[src/rtl/midi_pkg.sv]
// midi_pkg: MIDI constants, bit-timing and status-to-length helpers shared by the tx and rx paths.
package midi_pkg;
   localparam logic [3:0] CMD_NOTE_OFF = 4'h8;
   localparam logic [3:0] CMD_NOTE_ON  = 4'h9;
   localparam logic [3:0] CMD_POLY_AT  = 4'hA;
   localparam logic [3:0] CMD_CTRL     = 4'hB;
   localparam logic [3:0] CMD_PROG     = 4'hC;
   localparam logic [3:0] CMD_CHAN_AT  = 4'hD;
   localparam logic [3:0] CMD_PITCH    = 4'hE;
   localparam logic [3:0] CMD_SYS      = 4'hF;
   localparam logic [7:0] RT_MIN       = 8'hF8;

   typedef enum logic [1:0] {ST_IDLE, ST_LOAD, ST_SEND, ST_DONE} tx_state_t;

   function automatic int clks_per_bit(input int clk_f, input int baud);
      return clk_f / baud;
   endfunction

   // Total bytes on the wire for a status byte; 0 flags a non-status byte.
   function automatic logic [1:0] msg_len(input logic [7:0] s);
      if (!s[7]) return 2'd0;
      case (s[7:4])
         CMD_PROG, CMD_CHAN_AT: return 2'd2;
         CMD_SYS: return (s == 8'hF1 || s == 8'hF3) ? 2'd2 : (s == 8'hF2) ? 2'd3 : 2'd1;
         default: return 2'd3;
      endcase
   endfunction
endpackage

[src/rtl/midi_uart_tx.sv]
// midi_uart_tx: 8N1 byte serialiser driving the MIDI OUT line, LSB first.
module midi_uart_tx #(
   parameter int CLKS_PER_BIT = 1536
) (
   input  logic       sys_clk,
   input  logic       rst_n,
   input  logic       tx_start,
   input  logic [7:0] tx_byte,
   output logic       tx_done,
   output logic       MIDI_DOUT
);
   logic [10:0] baud_cnt;
   logic [3:0]  bit_idx;
   logic [8:0]  shreg;
   logic        active;
   logic        bit_end;

   assign bit_end = active && baud_cnt == 11'(CLKS_PER_BIT - 1);
   // Done fires in the last stop-bit cycle so the caller's LOAD cycle is the only inter-byte gap.
   assign tx_done = bit_end && bit_idx == 4'd9;

   always_ff @(posedge sys_clk) begin
      if (!rst_n) begin
         active    <= 1'b0;
         baud_cnt  <= '0;
         bit_idx   <= '0;
         shreg     <= '1;
         MIDI_DOUT <= 1'b1;
      end else if (tx_start && !active) begin
         active    <= 1'b1;
         baud_cnt  <= '0;
         bit_idx   <= '0;
         shreg     <= {1'b1, tx_byte};
         MIDI_DOUT <= 1'b0;
      end else if (bit_end) begin
         baud_cnt  <= '0;
         bit_idx   <= bit_idx + 4'd1;
         active    <= bit_idx != 4'd9;
         MIDI_DOUT <= tx_done ? 1'b1 : shreg[0];
         shreg     <= {1'b1, shreg[8:1]};
      end else if (active) begin
         baud_cnt  <= baud_cnt + 11'd1;
      end
   end
endmodule

[src/rtl/midi_message_tx.sv]
// midi_message_tx: serialises complete MIDI messages with running status and real-time byte injection.
module midi_message_tx
   import midi_pkg::*;
#(
   parameter int SYS_CLK_F      = 48000000,
   parameter int MIDI_BAUD      = 31250,
   parameter int BYTE_W         = 8,
   parameter int RUNNING_STATUS = 1
) (
   input  logic              sys_clk,
   input  logic              rst_n,
   input  logic              msg_valid,
   output logic              msg_ready,
   input  logic [BYTE_W-1:0] msg_status,
   input  logic [BYTE_W-1:0] msg_data0,
   input  logic [BYTE_W-1:0] msg_data1,
   input  logic              rt_valid,
   output logic              rt_ready,
   input  logic [BYTE_W-1:0] rt_byte,
   output logic              msg_error,
   output logic              busy,
   output logic              MIDI_DOUT
);
   localparam int CLKS_PER_BIT = clks_per_bit(SYS_CLK_F, MIDI_BAUD);
   localparam logic [BYTE_W-1:0] DATA_MASK = {1'b0, {(BYTE_W-1){1'b1}}};

   tx_state_t         st, st_nx;
   logic [BYTE_W-1:0] status_q, d0_q, d1_q, rt_q, last_status, data_sel, tx_byte;
   logic [1:0]        cur, len;
   logic              rt_pend, tx_done, tx_start, msg_acc, rt_acc, msg_bad, rt_bad, more, skip;

   assign msg_ready = st == ST_IDLE;
   assign rt_ready  = !rt_pend;
   assign busy      = st != ST_IDLE || rt_pend;
   assign msg_acc   = msg_valid && msg_ready;
   assign rt_acc    = rt_valid && rt_ready;
   assign msg_bad   = !msg_status[BYTE_W-1];
   assign rt_bad    = rt_byte < RT_MIN;
   assign more      = rt_pend || cur != len;
   assign skip      = RUNNING_STATUS != 0 && msg_status[7:4] != CMD_SYS && msg_status == last_status;
   assign tx_start  = st == ST_LOAD;
   assign data_sel  = cur == 2'd1 ? d0_q : d1_q;
   // A pending real-time byte always wins the next LOAD slot.
   assign tx_byte   = rt_pend ? rt_q : cur == 2'd0 ? status_q : data_sel & DATA_MASK;

   always_comb begin
      st_nx = st;
      case (st)
         ST_IDLE: st_nx = (msg_acc && !msg_bad) || rt_pend ? ST_LOAD : ST_IDLE;
         ST_LOAD: st_nx = ST_SEND;
         ST_SEND: st_nx = !tx_done ? ST_SEND : more ? ST_LOAD : ST_DONE;
         default: st_nx = ST_IDLE;
      endcase
   end

   always_ff @(posedge sys_clk) begin
      if (!rst_n) begin
         st          <= ST_IDLE;
         rt_pend     <= 1'b0;
         msg_error   <= 1'b0;
         last_status <= '0;
         cur         <= '0;
         len         <= '0;
         status_q    <= '0;
         d0_q        <= '0;
         d1_q        <= '0;
         rt_q        <= '0;
      end else begin
         st        <= st_nx;
         msg_error <= (msg_acc && msg_bad) || (rt_acc && rt_bad);
         if (msg_acc && !msg_bad) begin
            status_q <= msg_status;
            d0_q     <= msg_data0;
            d1_q     <= msg_data1;
            len      <= msg_len(msg_status);
            cur      <= skip ? 2'd1 : 2'd0;
            if (msg_status[7:4] != CMD_SYS) last_status <= msg_status;
            else if (msg_status < RT_MIN) last_status <= '0;
         end
         if (st == ST_LOAD) begin
            if (rt_pend) rt_pend <= 1'b0;
            else cur <= cur + 2'd1;
         end
         if (rt_acc && !rt_bad) begin
            rt_pend <= 1'b1;
            rt_q    <= rt_byte;
         end
      end
   end

   midi_uart_tx #(.CLKS_PER_BIT(CLKS_PER_BIT)) u_uart (
      .sys_clk   (sys_clk),
      .rst_n     (rst_n),
      .tx_start  (tx_start),
      .tx_byte   (tx_byte),
      .tx_done   (tx_done),
      .MIDI_DOUT (MIDI_DOUT)
   );
endmodule
[config.mk]
export PLATFORM = sky130hd
export DESIGN_NAME = midi_message_tx
export DESIGN_NICKNAME = d
export VERILOG_FILES = /design/src/rtl/midi_pkg.sv /design/src/rtl/midi_uart_tx.sv /design/src/rtl/midi_message_tx.sv
export SDC_FILE = /design/constraint.sdc
export NUM_CORES = 1
export LEC_CHECK = 0
export CAP_MARGIN = 40
export CORE_MARGIN = 2
export CORE_UTILIZATION = 35
export CTS_CLUSTER_DIAMETER = 40
export DETAILED_ROUTE_END_ITERATION = 12
export PLACE_DENSITY_LB_ADDON = 0.12
export SYNTH_ARGS = -nofsm -noshare
export SYNTH_HDL_FRONTEND = slang
export SYNTH_SLANG_ARGS = --single-unit
[constraint.sdc]
create_clock -name sys_clk -period 1.63 [get_ports sys_clk]
set_input_delay 0.2445 -clock sys_clk [delete_from_list [all_inputs] [get_ports sys_clk]]
set_output_delay 0.2445 -clock sys_clk [all_outputs]
set_load 0.005 [all_outputs]
==> summary.md, run 1 <==
| Metric | Value |
|---|---|
| Run status | `complete, but fails checks` |
| Failing checks | `negative setup slack` |
| Mean post-synth cell area | `8.99 sq um` |
| All-Layer GR Usage | `15.9%` |
| FF-to-FF path depth | `5` |
| Area grow syn2layout | `35.5%` |
| Crit path kind | `reg -> reg` |
| CTS tree | `built` |
| Clock skew | `0.0101 ns` |
| CP endpoint kind | `flop` |
| Yosys top cell area share | `43.7%` |
| Slew @ Worst Pin | `0.697 ns` |
| Synth top cells by count | `dfxtp_1, nand2_1, a21boi_0` |
| Hpwl dp | `5290 um` |
| Placer Congestion | `0.775` |
| Reg2reg end | `u_uart.bit_idx[2]` |
| Ratio of cells with drive above 1 in the final layout | `19.2%` |
| Nets | `480` |
| Clock period minus final worst setup slack | `1.67 ns` |
| Number of global-route vias before repair | `2,705` |
| Path type of the worst min-delay path | `in -> reg` |
| Slowest stage cell, crit path | `or4_4` |
| Slew margin rel. | `53.2%` |
| Hold path endpoint | `d1_q[1]` |
| CTS root buffer | `clkbuf_8` |
| Clock transition at path regs | `0.08 ns` |
| Max-Cap Viols | `0` |
| Worst reg2reg startpoint | `u_uart.baud_cnt[1]` |
| Yosys warnings | `0` |
| Die Span X | `100 um` |
| Starting Density | `35.7%` |
| Die area | `0.0101 sq mm` |
| Crit path DAT | `1.94 ns` |
| Count leader, synth | `dfxtp_1` |
| Post-Syn Area | `0.00325 sq mm` |
| Final setup viols | `2` |
| Overflow after GRT | `0` |
| Via count | `2,708` |
| First-pass iteration count of the detailed router | `4` |
| Largest family of logic cells by synthesized area | `simple AND/OR/NAND/NOR gates` |
| Complex-gate fraction of the synthesized area | `18.3%` |
| Tcrit/Tclk final | `102%` |
| CTS sink cnt | `71` |
| Final antenna-violating net count | `0` |
| Fillers | `911` |
| Syn Nets | `403` |
| Number of flops mapped to enable cells by yosys | `0` |
| CP peak stage delay | `0.56 ns` |
| Inserted Clock Buffers | `9` |
| RSZ-0062 raised after global routing | `true` |
| Number of port buffers | `38` |
| Detailed router's first-iteration violation count | `45` |
| Top delay family on crit path | `simple AND/OR/NAND/NOR gates` |
| FFs w/ async S/R, synth | `0%` |
| Io pins | `41` |
| Worst hold slack | `0.451 ns` |
| Worst Min Path Start | `msg_data1[1]` |
| Synth Area in XOR/XNOR | `5.65%` |
| Main synth FF type | `dfxtp_1` |
| Top cell type by total area after synthesis | `dfxtp_1` |
| Fin util | `48.4%` |
| First-pass GRT wire length | `12,600 um` |
| Post-synthesis adder-cell area fraction | `1.92%` |
| Core ar. | `0.00911 sq mm` |
| Htree depth | `3` |
| Deepest clock path buffer count | `2` |
| Chip height | `100 um` |
| Ant. Diodes | `0` |
| Fin. max-slew vios | `0` |
| Pwr Density | `833 mW/mm^2` |
| Leakage | `1.61 nW` |
| Initial antenna violation count | `0` |
| Simple-gate share of the synthesized area | `21.2%` |
| Yosys reg bits | `71` |
| CP Launch Type | `flop` |
| Rows | `35` |
| Setup slack after layout | `-0.0373 ns` |
| Crit Path Max Fanout | `6` |
| FF-to-FF setup slack | `-0.04 ns` |
| Syn Inst Count | `362` |
| Max VDD drop | `0.480 mV` |
| DR vias/cell | `4.89` |
| DRC | `0` |
| Mux cell area share after synthesis | `5.85%` |
| Critical-path cell list | `ha_4 > nand3_4 > or4_4 > or3_1 > a21oi_1` |
| Hold Crit Depth | `3` |
| Synth area leaders | `dfxtp_1, nand2_1, mux2i_1` |
| Largest net degree at the start of global routing | `38` |
| WL per Instance | `13.3 um` |
| Final WL | `7340 um` |
| Fmax | `600 MHz` |
| Skew-Pair Late Insertion Delay | `0.34 ns` |
| Fin. Hold Viols | `0` |
| Unique masters post-synth | `53` |
| WP buf/inv | `0` |
| WP data required | `1.90 ns` |
| Register area share after synthesis | `43.7%` |
==> placed cells by master, fill, tap and decap left out, drive strengths merged, types with 2 or more instances in the layout <==
master and n:
o21a 16, a21boi 25, and3 3, inv 7
nand2b 2, nor2 21, nand3 8, o211ai 7
nand2 63, a21oi 5, ha 5, dlygate4sd2 3
o21ai 10, nor2b 11, mux2i 19, a2bb2oi 7
clkdlybuf4s50 35, buf 47, or3 2, xor2 5
nor3 5, clkinv 3, clkbuf 12, dfxtp 71
a22oi 5, nand4 7, xnor2 16, and2 2
==> registers in the layout, summed over array words and instances, names as in the netlist <==
signal            cells
cur                   2
d0_q                  7
d1_q                  7
last_status           8
len                   2
msg_error             1
rt_pend               1
rt_q                  8
st                    2
status_q              8
u_uart.MIDI_DOUT      1
u_uart.active         1
u_uart.baud_cnt      11
u_uart.bit_idx        4
u_uart.shreg          8
==> tightest hold or removal path, cell delays in order <==
cell,delay (ns)
clkdlybuf4s50_1,0.39
nand2_1,0.05
a21boi_0,0.06
==> area by class of cell <==
cell class	count	area [sq um]	share of cell area [%]
Multi-Input combinational cell	263	1780	40.4
Sequential cell	71	1440	32.6
Timing Repair Buffer	86	842	19.1
Tap cell	111	139	3.15
Clock buffer	11	131	2.98
Clock inverter	4	47.5	1.08
Inverter	8	31.3	0.710
==> cells by family after synthesis <==
group | count (synthesis)
AOI/OAI and AO/OA | 82
xor gates and xnor gates | 21
adders and majority gates | 5
buffers and inverters | 28
DFF | 71
muxes | 19
and+or+nand+nor | 136
==> power by group <==
part	total [mW]	switching (mW)	internal, mW
Combinational	0.491	0.206	0.284
Clock	1.33	0.640	0.695
Sequential	1.85	0.0448	1.80
Total	3.67	0.891	2.78
==> repair_timing <==
action,in CTS,in global routing
cloned,0,1
hold buffers,0,0
endpoints found under the setup margin,5,16
setup buffers,0,1
resized for setup,11,7
pin swaps,1,3
==> per-layer routing <==
layer | vias to the layer above | track usage (%) | routed length (um)
li1 | 1403 | - | -
met1 | 1266 | 19.4 | 3440
met4 | 0 | 4.21 | 66
met5 | - | 0 | 0
met2 | 31 | 26.9 | 3590
met3 | 8 | 5.01 | 244
==> how the worst max path moves through the flow <==
stage	endpoint	from	cells after the start	slack, ns
final	u_uart.bit_idx[2]	u_uart.baud_cnt[1]	5	-0.04
after detailed placement	d0_q[4]	msg_valid	6	-0.20
after CTS	u_uart.bit_idx[2]	u_uart.baud_cnt[1]	5	-0.04
after floorplan	u_uart.bit_idx[2]	u_uart.baud_cnt[1]	5	-0.02
after global routing	u_uart.bit_idx[2]	u_uart.baud_cnt[10]	4	-0.10
after global placement	d0_q[5]	msg_status[7]	6	-0.16
==> per-stage QoR <==
step	power, mW	instance area, sq um	cells	setup WS [ns]	TNS [ns]
3_3_place_gp	2.38	4160	537	-0.161	-4.57
3_5_place_dp	2.38	4160	537	-0.204	-5.16
6_report	3.67	4410	554	-0.0373	-0.0606
5_1_grt	3.85	4410	554	-0.104	-0.638
2_1_floorplan	2.12	3280	362	-0.0227	-0.0284
4_1_cts	3.73	4350	552	-0.0431	-0.0593
Power figures use the tool's default switching activity.
==> run 2: changes to the inputs <==
CAP_MARGIN = 20   (was 40)
CORE_UTILIZATION = 43   (was 35)
==> run 2 against run 1 <==
- the run still ends with negative setup slack left
- flip-flop and latch count is the same
- critical path depth grew 1
- die area shrank 18%
- hold slack lost 0.0046 ns
- highest routed layer unchanged
- first-iteration DRC count grew 120%
- register-to-register slack is essentially flat
==> summary.md, run 2 (synthesis results as in run 1) <==
| Metric | Value |
|---|---|
| Placer Congestion | `0.747` |
| Max-Cap Viols | `0` |
| Largest net degree at the start of global routing | `25` |
| Rows | `31` |
| Tcrit/Tclk final | `103%` |
| CP peak stage delay | `0.35 ns` |
| Commonest cells after routing, fill and taps aside | `dfxtp_1, nand2_1, buf_4` |
| CTS sink cnt | `71` |
| Nets | `479` |
| Fin. Hold Viols | `0` |
| Slew @ Worst Pin | `0.667 ns` |
| Io pins | `41` |
| Run status | `complete, but fails checks` |
| Pwr Density | `813 mW/mm^2` |
| Hpwl dp | `5080 um` |
| Ratio of cells with drive above 1 in the final layout | `20.5%` |
| Path type of the worst min-delay path | `in -> reg` |
| Final antenna-violating net count | `0` |
| Clock period minus final worst setup slack | `1.68 ns` |
| Clock transition at path regs | `0.08 ns` |
| Setup TNS | `-0.166 ns` |
| Slew margin rel. | `55.2%` |
| CP Launch Type | `flop` |
| Crit path kind | `reg -> reg` |
| Detailed router's first-iteration violation count | `97` |
| Final WL | `7130 um` |
| Final setup viols | `6` |
| Crit Path Max Fanout | `7` |
| Area after DPL | `0.00408 sq mm` |
| Starting Density | `44.6%` |
| Skew-Pair Late Insertion Delay | `0.35 ns` |
| Max FFs per register | `11` |
| DR vias/cell | `5.00` |
| RSZ-0062 raised after global routing | `true` |
| Initial antenna violation count | `0` |
| Failing checks | `negative setup slack` |
| Area grow syn2layout | `35.3%` |
| Leakage | `1.62 nW` |
| Htree depth | `3` |
| Final Cell Area | `0.00440 sq mm` |
| Die area | `0.00828 sq mm` |
| Largest Register | `u_uart.baud_cnt` |
| Number of port buffers | `38` |
| Fmax | `595 MHz` |
| Total chip power | `3.58 mW` |
| Clock skew | `0.0109 ns` |
| CTS root buffer | `clkbuf_8` |
| Die Span X | `91.0 um` |
| WL per Instance | `13.2 um` |
| WP buf/inv | `2` |
| Via count | `2,710` |
| Fin. max-slew vios | `0` |
| Core ar. | `0.00729 sq mm` |
| WP data required | `1.86 ns` |
| All-Layer GR Usage | `17.8%` |
| Hold_buf cts | `0` |
| Deepest clock path buffer count | `2` |
| CP endpoint kind | `flop` |
| Max VDD drop | `0.480 mV` |
| Commonest non-fill, non-tap cell in the layout | `dfxtp_1` |
| Placement Setup Slack | `-0.224 ns` |
| Chip height | `91.0 um` |
| Overflow after GRT | `0` |
| DRC | `0` |
| Ant. Diodes | `0` |
| Crit path DAT | `1.91 ns` |
| CTS tree | `built` |
| Top delay family on crit path | `simple AND/OR/NAND/NOR gates` |
| Number of global-route vias before repair | `2,629` |
| First-pass GRT wire length | `11,900 um` |
| Slowest stage cell, crit path | `nor4_4` |
| First-pass iteration count of the detailed router | `4` |
| Critical-path cell list | `or2b_1 > buf_6 > nor4_4 > buf_12 > mux2i_2 > a2bb2oi_1` |
| Inserted Clock Buffers | `9` |
| Fin util | `60.4%` |
| Setup slack after layout | `-0.0506 ns` |
==> run 2: repair_timing <==
item / 4_1_cts / 5_1_grt
resized for setup: 12 / 18
setup endpoints to repair: 13 / 21
buffers inserted: 2 / 2
pin swaps: 3 / 12
cloned: 0 / 1
==> run 2: path summary, 6_finish.rpt <==
kind	startpoint	end	slack, ns	depth (start not counted)
hold / removal	msg_data0[3]	d0_q[3]	0.45	3
setup reg to reg	u_uart.baud_cnt[10]	u_uart.shreg[0]	-0.05	6
setup / recovery	u_uart.baud_cnt[10]	u_uart.shreg[0]	-0.05	6
hold reg to reg	status_q[0]	status_q[0]	0.46	2
==> run 2: area by class of cell <==
type,count,area (sq um)
fillers,697,2890
multi-input cells,263,1820
flip-flops and latches,71,1440
repair buffers,85,816
clock buffers,11,141
well taps,99,124
clock inverters,5,33.8
inverters,8,31.3
==> run 2: through the flow <==
step / hold slack, ns / cells
final: 0.446 / 542
after global routing: 0.443 / 542
after CTS: 0.440 / 539
after detailed placement: 0.455 / 521
after global placement: 0.447 / 521
after floorplan: 0.389 / 362
==> run 2: per-layer routing <==
metal	up-vias	GRT usage [%]	wire, um
li1	1408	-	-
met1	1264	21.2	3200
met2	33	31.0	3650
met3	5	5.23	224
met4	0	4.92	60
met5	-	0	0
==> run 2: worst reg2reg max path, delay by kind of cell (launching register included) <==
kind	cells	cell delay [ns]
muxes	1	0.23
buffers and inverters	2	0.32
AOI/OAI and AO/OA	1	0.09
and+or+nand+nor	2	0.61
DFF	1	0.32
==> run 2: power breakdown <==
part / total, mW / internal (mW) / switching, mW
sequential: 1.85 / 1.80 / 0.0442
combinational: 0.478 / 0.272 / 0.206
clock: 1.26 / 0.591 / 0.664
==> run 3: changes to the inputs <==
ABC_CLOCK_PERIOD_IN_PS = 1630   (was not set)
==> results of run 3 <==
Final layout, timing and power as in run 2 (identical DEF).
